--- src/rtl/fetch_queue_pkg.sv ---
// fetch_queue_pkg: shared defaults and types for the fetch queue.
//   FQ_N / FQ_W / FQ_DEPTH : default PC width, instruction width, entry count
//   fq_entry_t             : one buffered (PC, instruction) pair
//   NOP_INSTR              : instruction value shown on the head when idle
package fetch_queue_pkg;

  localparam int FQ_N     = 64;
  localparam int FQ_W     = 32;
  localparam int FQ_DEPTH = 4;

  typedef struct packed {
    logic [FQ_N-1:0] pc;
    logic [FQ_W-1:0] instr;
  } fq_entry_t;

  localparam logic [FQ_W-1:0] NOP_INSTR = '0;

endpackage

--- src/rtl/fetch_queue_mem.sv ---
// fetch_queue_mem: DEPTH x WIDTH register array for the fetch queue.
//   clk_i   : clock, write on rising edge
//   we_i    : write enable
//   waddr_i : write slot
//   wdata_i : write data ({pc, instr})
//   raddr_i : read slot (asynchronous read)
//   rdata_o : contents of raddr_i
// Storage is deliberately not reset; validity is tracked by the pointers.
module fetch_queue_mem
  import fetch_queue_pkg::*;
#(
  parameter int DEPTH = FQ_DEPTH,
  parameter int WIDTH = FQ_N + FQ_W,
  localparam int AW   = $clog2(DEPTH)
) (
  input  logic             clk_i,
  input  logic             we_i,
  input  logic [AW-1:0]    waddr_i,
  input  logic [WIDTH-1:0] wdata_i,
  input  logic [AW-1:0]    raddr_i,
  output logic [WIDTH-1:0] rdata_o
);

  logic [WIDTH-1:0] mem_q [DEPTH];

  always_ff @(posedge clk_i) begin
    if (we_i) begin
      mem_q[waddr_i] <= wdata_i;
    end
  end

  assign rdata_o = mem_q[raddr_i];

endmodule

--- src/rtl/fetch_queue.sv ---
// fetch_queue: instruction queue between fetch and decode.
//   clk          : clock
//   reset        : asynchronous active-low reset
//   flush_F      : taken-branch flush, drops every entry (priority over push/pop)
//   in_valid_F   : fetch presents an entry
//   in_ready_F   : queue can accept (acts as the fetch stall)
//   in_pc_F      : PC of the presented entry
//   in_instr_F   : instruction word of the presented entry
//   out_valid_D  : head entry valid toward decode
//   out_ready_D  : decode takes the head entry
//   out_pc_D     : head PC (0 when not valid)
//   out_instr_D  : head instruction (NOP_INSTR when not valid)
//   count_o      : current occupancy
// Build option: define FETCH_QUEUE_BYPASS_EN to forward an incoming entry to
// the head in the same cycle when the queue is empty.
module fetch_queue
  import fetch_queue_pkg::*;
#(
  parameter int N     = FQ_N,
  parameter int W     = FQ_W,
  parameter int DEPTH = FQ_DEPTH,
  localparam int PW   = $clog2(DEPTH),
  localparam int CW   = PW + 1
) (
  input  logic          clk,
  input  logic          reset,
  input  logic          flush_F,
  input  logic          in_valid_F,
  output logic          in_ready_F,
  input  logic [N-1:0]  in_pc_F,
  input  logic [W-1:0]  in_instr_F,
  output logic          out_valid_D,
  input  logic          out_ready_D,
  output logic [N-1:0]  out_pc_D,
  output logic [W-1:0]  out_instr_D,
  output logic [CW-1:0] count_o
);

  localparam logic [CW-1:0] FULL_CNT = CW'(DEPTH);

  logic [PW-1:0]  rd_ptr_q, rd_ptr_d;
  logic [PW-1:0]  wr_ptr_q, wr_ptr_d;
  logic [CW-1:0]  count_q, count_d;

  logic           q_valid;
  logic           bypass;
  logic           pop;
  logic           q_pop;
  logic           push;
  logic [N+W-1:0] rd_data;
  logic [N-1:0]   head_pc;
  logic [W-1:0]   head_instr;

  fetch_queue_mem #(
    .DEPTH (DEPTH),
    .WIDTH (N + W)
  ) u_mem (
    .clk_i   (clk),
    .we_i    (push),
    .waddr_i (wr_ptr_q),
    .wdata_i ({in_pc_F, in_instr_F}),
    .raddr_i (rd_ptr_q),
    .rdata_o (rd_data)
  );

  // Gating with reset keeps the handshake dead while reset is held, even
  // though the registered state is already cleared asynchronously.
  assign in_ready_F = reset && (count_q < FULL_CNT);
  assign q_valid    = reset && (count_q != '0) && !flush_F;

`ifdef FETCH_QUEUE_BYPASS_EN
  assign bypass = reset && (count_q == '0) && in_valid_F && !flush_F;
`else
  assign bypass = 1'b0;
`endif

  assign out_valid_D = q_valid || bypass;
  assign pop         = out_valid_D && out_ready_D;
  // Only a pop of a stored entry moves rd_ptr; a bypassed pop touches nothing.
  assign q_pop       = pop && q_valid;
  // A bypassed entry consumed this cycle is never written.
  assign push        = in_valid_F && in_ready_F && !flush_F && !(bypass && out_ready_D);

  assign head_pc    = bypass ? in_pc_F    : rd_data[N+W-1:W];
  assign head_instr = bypass ? in_instr_F : rd_data[W-1:0];

  assign out_pc_D    = out_valid_D ? head_pc    : '0;
  assign out_instr_D = out_valid_D ? head_instr : W'(NOP_INSTR);
  assign count_o     = count_q;

  always_comb begin
    rd_ptr_d = rd_ptr_q;
    wr_ptr_d = wr_ptr_q;
    count_d  = count_q;
    if (flush_F) begin
      rd_ptr_d = '0;
      wr_ptr_d = '0;
      count_d  = '0;
    end else begin
      if (push)  wr_ptr_d = wr_ptr_q + PW'(1);
      if (q_pop) rd_ptr_d = rd_ptr_q + PW'(1);
      unique case ({push, q_pop})
        2'b10:   count_d = count_q + CW'(1);
        2'b01:   count_d = count_q - CW'(1);
        default: count_d = count_q;
      endcase
    end
  end

  always_ff @(posedge clk or negedge reset) begin
    if (!reset) begin
      rd_ptr_q <= '0;
      wr_ptr_q <= '0;
      count_q  <= '0;
    end else begin
      rd_ptr_q <= rd_ptr_d;
      wr_ptr_q <= wr_ptr_d;
      count_q  <= count_d;
    end
  end

endmodule

--- config.mk ---
export PLATFORM = sky130hd
export DESIGN_NAME = fetch_queue
export DESIGN_NICKNAME = d
export VERILOG_FILES = /design/src/rtl/fetch_queue_pkg.sv /design/src/rtl/fetch_queue_mem.sv /design/src/rtl/fetch_queue.sv
export SDC_FILE = /design/constraint.sdc
export NUM_CORES = 1
export LEC_CHECK = 0
export BUFFER_PORTS_ARGS = -buffer_cell sky130_fd_sc_hd__buf_2
export CAP_MARGIN = 20
export CORE_UTILIZATION = 30
export CTS_BUF_LIST = sky130_fd_sc_hd__clkbuf_8
export CTS_CLUSTER_SIZE = 28
export DETAILED_ROUTE_END_ITERATION = 6
export GPL_ROUTABILITY_DRIVEN = 0
export HOLD_SLACK_MARGIN = 0.1
export PLACE_DENSITY = 0.58
export SYNTH_ARGS = -nofsm -noshare
export SYNTH_HDL_FRONTEND = slang
export SYNTH_HIERARCHICAL = 1
export SYNTH_SLANG_ARGS = --single-unit
--- constraint.sdc ---
create_clock -name clk -period 9.5 [get_ports clk]
set_clock_uncertainty 0.05 [all_clocks]
set_input_delay 0.475 -clock clk [delete_from_list [all_inputs] [get_ports clk]]
set_output_delay 0.475 -clock clk [all_outputs]
set_load 0.1 [all_outputs]
==> qor_table.md, run 1 <==
| Parameter | Value |
|---|---|
| Post-synthesis instance area | 15000 um2 |
| Number of max-capacitance violations reported | 0 |
| Total Die Area | 51100 um2 |
| Share of power burned in combinational logic | 7.8% |
| Critical path launch point type | flip-flop |
| Maximum number of pins on one net before global-route repair | 65 |
| Startpoint of the most critical setup path | rd_ptr_q[0] |
| Crit end category | output pin |
| Shortest period the worst path allows | 3.92 ns |
| Core Region | 49300 um2 |
| Buffers added on ports | 201 |
| DR DRC count | 0 |
| Setup slack after placement | 6.09 ns |
| Worst hold path type | in -> async |
| Total count of hold-check failures in the final report | 0 |
| Post-layout total power | 3.60 mW |
| Internal reg-to-reg setup slack | 6.43 ns |
| WL per Instance | 18.1 um |
| Cell taking the most area after synthesis | edfxtp_1 |
| Peak supply drop | 0.000163 V |
| H-tree levels | 3 |
| Overall die height | 226 um |
| Top cells by area, synth | edfxtp_1, mux4_2, and2_1 |
| Final Core Density | 38.5% |
| Initial antenna violation count | 1 |
| Num CTS Buffers | 68 |
| Via total after detailed routing | 7508 |
| CTS tree | built |
| Sequential group share of total power | 53.7% |
| Post-route insts no fill | 1718 |
| Worst reg2reg path depth | 4 |
| Static leakage power | 6.61 nW |
| Fraction of synthesis flops using an asynchronous set or reset pin | 1.79% |
| Area post-placement | 16700 um2 |
| Number of detailed-route iterations in the first pass | 4 |
| Synth-to-layout area growth | 26.0% |
| Clk Tree Root Cell | clkbuf_8 |
| Cell total after placement | 1493 |
| Clock-pin slew of the registers on the worst-case setup and hold paths | 0.06 ns |
| Total number of nets in the final design | 1099 |
| Vias per cell | 4.37 |
| Count of warnings emitted by yosys | 6 |
| Proportion of total power due to net switching | 23.7% |
| Top Ports | 202 |
| Initial core utilization | 30.5% |
| Required time of the critical path | 8.98 ns |
| Share of final-layout standard cells stronger than drive strength 1 | 41.0% |
| Clock latency at the later pin of the worst-skew pair | 0.61 ns |
| Number of nets produced by synthesis | 754 |
| Synthesized instance count | 652 |
| Reg2reg start | count_o[2] |
| Final routed wirelength across all metal layers | 31.2 mm |
| Die Span X | 226 um |
| DP Wirelength | 17.0 mm |
| Fraction of the cycle the final worst path needs | 41.2% |
| Mapped Avg Cell Area | 23.1 um2 |
| Net switching power figure | 852 uW |
| Layout Cell Area excl Fill | 19000 um2 |
| Post-DRT Antenna Nets | 0 |
| FF+latch count, synth | 391 |
| Hold Worst Slack | 0.217 ns |
| Top cells by instance count after synthesis | edfxtp_1, mux4_2, and2_1 |
| Worst relative slew slack | 30.4% |
| Slew at the pin with the worst max-slew slack | 1.04 ns |
| Total negative slack for setup checks | 0 ns |
| Most used standard cell by instance count after synthesis | edfxtp_1 |
| Number of global-route vias before repair | 8199 |
| Final Setup Violations | 0 |
| Fin worst setup slack | 5.58 ns |
| Pins over their slew limit | 0 |
| Fmax | 0.255 GHz |
| Power Internal | 2.75 mW |
| Worst r2r dst | u_mem/mem_q[1][20] |
| Iteration-0 DRC Markers | 328 |
| Worst Setup Path Type | reg -> out |
| Fraction of synthesized cell area taken by the top area cell type | 76.6% |
| Setup repair after global routing missed its margin | false |
| Clock tree buffer depth | 3 |
| Arrival time reported for the critical path endpoint | 3.39 ns |
| Fill cell instance count of the final layout | 4574 |
| CP max FO | 41 |
| First-pass GRT wire length | 46.7 mm |
| Total global routing track utilization | 12.4% |
| Overflow after GRT | 0 |
| PwrDens | 190 nW/um2 |
| Run status | completed |
| Count of distinct cell types in the synthesized netlist | 30 |
| Sequential cell area fraction in the yosys report | 77.8% |
| Most frequently used flop master after synthesis | edfxtp_1 |
| Num rows | 81 |
| Number of clock sinks | 391 |
| Clock group share of total power | 38.4% |
| Number of synthesized flops with an enable pin | 384 |
-- layout make-up --
cell class,count,area (um2),share of cell area [%]
Clock buffer,71,977,5.15
Clock inverter,54,259,1.37
Tap cell,664,831,4.38
Sequential cell,391,11700,61.8
Antenna cell,2,5.00,0.0264
Multi-Input combinational cell,227,3110,16.4
Timing Repair Buffer,309,2060,10.9
-- what timing repair did --
action / CTS / global route
buffers inserted: 0 / 0
hold buffers: 98 / 0
hold endpoints to repair: 396 / 0
resized for setup: 0 / 0
-- worst max-delay path by stage --
stage                        endpoint  cells after the start  slack, ns
global route          out_instr_D[19]                      4       5.29
detailed placement    out_instr_D[19]                      4       6.09
floorplan           u_mem/mem_q[0][0]                      3       0.46
finish                out_instr_D[19]                      4       5.58
global placement      out_instr_D[22]                      4       6.08
CTS                   out_instr_D[19]                      4       5.37
-- critical path: stages (launching register included) --
cell and delay [ns]:
dfrtp_4 0.98, buf_4 0.65, mux4_2 0.61, and2_1 0.15
buf_2 0.28
-- registers in the layout, indices dropped and copies added, names as in the netlist --
| name | count |
|---|---|
| count_o | 3 |
| wr_ptr_q | 2 |
| rd_ptr_q | 2 |
| u_mem/mem_q | 384 |
-- power by group through the flow --
| stage | logic [mW] | clock network [mW] | registers (mW) |
|---|---|---|---|
| after floorplan | 0.185 | 0 | 1.97 |
| after global placement | 0.249 | 0 | 1.97 |
| after detailed placement | 0.252 | 0 | 1.97 |
| after CTS | 0.286 | 1.44 | 1.93 |
| after global routing | 0.300 | 1.51 | 1.94 |
| final | 0.281 | 1.38 | 1.93 |
-- cells by family after synthesis --
kind of cell	after synthesis	share of synthesized area (%)
flip-flops	391	77.8
buffers and inverters	34	1.65
AND/OR/NAND/NOR	116	5.40
AO/OA/AOI/OAI	11	0.466
XOR/XNOR	3	0.175
multiplexers	96	14.4
adder cells (fa/ha/maj)	1	0.133
-- placed cells by master (no fill, tap or decap), types with 2 or more instances in the layout --
cell type,netlist,layout
diode_2,0,2
mux4_2,96,96
dfrtp_1,7,5
buf_2,12,201
xnor2_1,2,2
dfrtp_4,0,2
and3b_4,0,3
a21oi_1,3,3
clkbuf_8,0,71
inv_1,0,27
nand2_1,2,2
edfxtp_1,384,384
and2_4,30,30
o21ai_0,2,2
dlygate4sd3_1,0,98
and3b_1,5,2
clkinv_2,0,8
and2_1,66,66
clkinv_1,0,13
clkinvlp_4,0,4
nor2_1,4,4
and3_4,1,2
a211oi_1,3,3
buf_4,0,10
-- per-layer routing --
layer / GRT usage (%) / up-vias / part of all wire [%]
met5: 0 / - / 0
met3: 4.23 / 49 / 6.6
li1: - / 3379 / -
met4: 4.98 / 0 / 2.1
met2: 20.1 / 215 / 48
met1: 15.2 / 3865 / 43
(Power assumes the default switching activity.)
==> run 2, diff against run 1 <==
--- a/config.mk
+++ b/config.mk
@@ -13,7 +13,7 @@
 export DETAILED_ROUTE_END_ITERATION = 6
 export GPL_ROUTABILITY_DRIVEN = 0
 export HOLD_SLACK_MARGIN = 0.1
-export PLACE_DENSITY = 0.58
+export PLACE_DENSITY = 0.6
 export SYNTH_ARGS = -nofsm -noshare
 export SYNTH_HDL_FRONTEND = slang
 export SYNTH_HIERARCHICAL = 1
==> constraint.sdc (replaced) <==
create_clock -name clk -period 3.5 [get_ports clk]
set_clock_uncertainty 0.05 [all_clocks]
set_input_delay 0.175 -clock clk [delete_from_list [all_inputs] [get_ports clk]]
set_output_delay 0.175 -clock clk [all_outputs]
set_load 0.1 [all_outputs]
==> run 2 against run 1 <==
Count of clock-buffer cells in the layout decreased by 1. Die area unchanged. Non-clock buffer count is 11 higher. First-iteration DRC count is 10% higher. Flip-flop and latch count did not move. Critical path type unchanged. Largest cell class unchanged.
==> qor_table.md, run 2 (synthesis gave the netlist of run 1 again) <==
| Parameter | Value | Change |
|---|---|---|
| Top Ports | 202 | unchanged |
| Clock latency at the later pin of the worst-skew pair | 0.61 ns | about the same |
| Crit path depth | 4 | unchanged |
| Shortest period the worst path allows | 3.00 ns |  |
| Internal reg-to-reg setup slack | 1.06 ns | -5.37 ns |
| Worst relative slew slack | 53.7% | +23 points |
| DP Wirelength | 16.8 mm | -1.6% |
| Total number of nets in the final design | 1110 | +1.0% |
| Cell total after placement | 1500 | +0.47% |
| Run status | completed |  |
| Clock-pin slew of the registers on the worst-case setup and hold paths | 0.06 ns | about the same |
| Slew at the pin with the worst max-slew slack | 0.694 ns | -0.350 ns |
| Final Core Density | 39.0% | +0.54 points |
| Initial core utilization | 30.5% | unchanged |
| Fraction of the cycle the final worst path needs | 85.7% |  |
| Clock group share of total power | 39.4% | +1.0 points |
| CP max FO | 27 | -34% |
| Sequential group share of total power | 52.7% | -1.0 points |
| Arrival time reported for the critical path endpoint | 2.77 ns | -0.62 ns |
| Final routed wirelength across all metal layers | 31.3 mm | +0.40% |
| Number of max-capacitance violations reported | 0 | unchanged |
| CP delay by family, top | flip-flops |  |
| Net switching power figure | 2.35 mW | +180% |
| Buffering stage count on the worst path with inverters included | 2 | unchanged |
| Clk Tree Root Cell | clkbuf_8 |  |
| Iteration-0 DRC Markers | 361 | +10% |
| Worst r2r dst | count_o[1] |  |
| First-pass GRT wire length | 47.4 mm | +1.5% |
| Proportion of total power due to net switching | 23.7% | about the same |
| Number of global-route vias before repair | 8290 | +1.1% |
| Worst reg2reg path depth | 6 | +2 |
| Post-DRT Antenna Nets | 0 | unchanged |
| Buffers added on ports | 201 | unchanged |
| CTS tree | built |  |
| Num rows | 81 | unchanged |
| Total global routing track utilization | 12.5% | +0.13 points |
| Power Internal | 7.60 mW | +180% |
| Clock tree buffer depth | 3 | unchanged |
| Start point of the worst hold path | in_pc_F[32] |  |
| Worst Hold Path Cells | 2 |  |
| Number of clock sinks | 391 | unchanged |
| Worst Setup Path Type | reg -> out |  |
| Max reg flops | 384 | unchanged |
| Final Setup Violations | 0 | unchanged |
| Required time of the critical path | 3.27 ns | -5.71 ns |
| Initial antenna violation count | 2 | +1 |
| PwrDens | 518 nW/um2 | +170% |
| Synth-to-layout area growth | 27.8% |  |
| H-tree levels | 3 | unchanged |
| Total Die Area | 51100 um2 | unchanged |
| Post-route insts no fill | 1724 | +0.35% |
| Worst hold path type | in -> reg |  |
| Pins over their slew limit | 0 | unchanged |
| Reg2reg start | count_o[2] |  |
| Num CTS Buffers | 68 | unchanged |
| Fmax | 0.333 GHz |  |
| Vias per cell | 4.43 | +1.3% |
| DR DRC count | 0 | unchanged |
| Number of detailed-route iterations in the first pass | 4 | unchanged |
| Peak supply drop | 0.000319 V | +96% |
| Buffers inserted during post-CTS setup optimization | 0 | unchanged |
| Most common cell after layout, fill and taps aside | edfxtp_1 |  |
| Static leakage power | 6.66 nW | +0.87% |
| Core Region | 49300 um2 | unchanged |
| Worst hold path endpoint | u_mem/mem_q[3][64] |  |
| Chain of cells forming the critical path | buf_4 > mux4_2 > and2_1 > buf_2 |  |
| Overflow after GRT | 0 | unchanged |
| Hold Worst Slack | 0.245 ns | +0.0283 ns |
| Most flops, register | u_mem/mem_q |  |
| Via total after detailed routing | 7630 | +1.6% |
| Fill cell instance count of the final layout | 4529 | -0.98% |
| Critical path launch point type | flip-flop |  |
| Share of final-layout standard cells stronger than drive strength 1 | 41.9% | +0.90 points |
| Largest stage delay, worst path | 0.83 ns | -0.15 ns |
| Crit end category | output pin |  |
| Slowest library cell on the worst path | dfrtp_4 |  |
| Share of power burned in combinational logic | 7.9% | about the same |
| Setup repair after global routing missed its margin | false |  |
| Die Span X | 226 um | unchanged |
| Maximum number of pins on one net before global-route repair | 98 | +51% |
| Overall die height | 226 um | unchanged |
| WL per Instance | 18.1 um | about the same |
| Commonest cells after routing, fill and taps aside | edfxtp_1, buf_2, dlygate4sd3_1, mux4_2, clkbuf_8 |  |
| Total count of hold-check failures in the final report | 0 | unchanged |
==> run 2: how the worst max path moves through the flow <==
stage | start | to | slack [ns]
2_1_floorplan | count_o[2] | u_mem/mem_q[0][0] | -0.46
3_3_place_gp | rd_ptr_q[0] | out_instr_D[30] | 1.05
3_5_place_dp | rd_ptr_q[0] | out_instr_D[30] | 1.04
4_1_cts | rd_ptr_q[0] | out_instr_D[30] | 0.35
5_1_grt | rd_ptr_q[0] | out_instr_D[30] | 0.28
6_report | rd_ptr_q[0] | out_instr_D[30] | 0.50
==> run 2: power by group through the flow <==
| stage | registers (mW) | clock network, mW | logic [mW] |
|---|---|---|---|
| final | 5.24 | 3.92 | 0.788 |
| after global routing | 5.25 | 4.25 | 0.840 |
| after CTS | 5.25 | 4.07 | 0.802 |
| after detailed placement | 5.34 | 0 | 0.706 |
| after global placement | 5.34 | 0 | 0.696 |
| after floorplan | 5.34 | 0 | 0.504 |
==> run 2: area by class of cell <==
class / instances / area, um2 / share of cell area, %
Timing Repair Buffer: 320 / 2280 / 11.9
Tap cell: 664 / 831 / 4.32
Antenna cell: 2 / 5.00 / 0.0260
Sequential cell: 391 / 11700 / 61.0
Multi-Input combinational cell: 227 / 3120 / 16.2
Clock buffer: 70 / 963 / 5.01
Clock inverter: 50 / 307 / 1.59
==> run 2: layer usage <==
layer / vias up / track usage (%) / part of all wire, %
met5: - / 0 / 0
met4: 0 / 5.88 / 2.9
met3: 72 / 3.77 / 6.2
met2: 218 / 19.8 / 47
met1: 3932 / 15.8 / 44
li1: 3408 / - / -
==> run 2: repair_timing <==
item | 4_1_cts | 5_1_grt
resized for setup | 0 | 0
hold buffers | 102 | 0
hold endpoints to repair | 398 | 0
==> run 2: per-stage QoR <==
step	worst slack [ns]	power [mW]	area, um2	TNS (ns)
CTS	0.350	10.1	19200	0
global route	0.285	10.3	19200	0
detailed placement	1.04	6.05	16900	0
global placement	1.05	6.04	16900	0
finish	0.500	9.95	19200	0
floorplan	-0.465	5.85	15100	-44.64
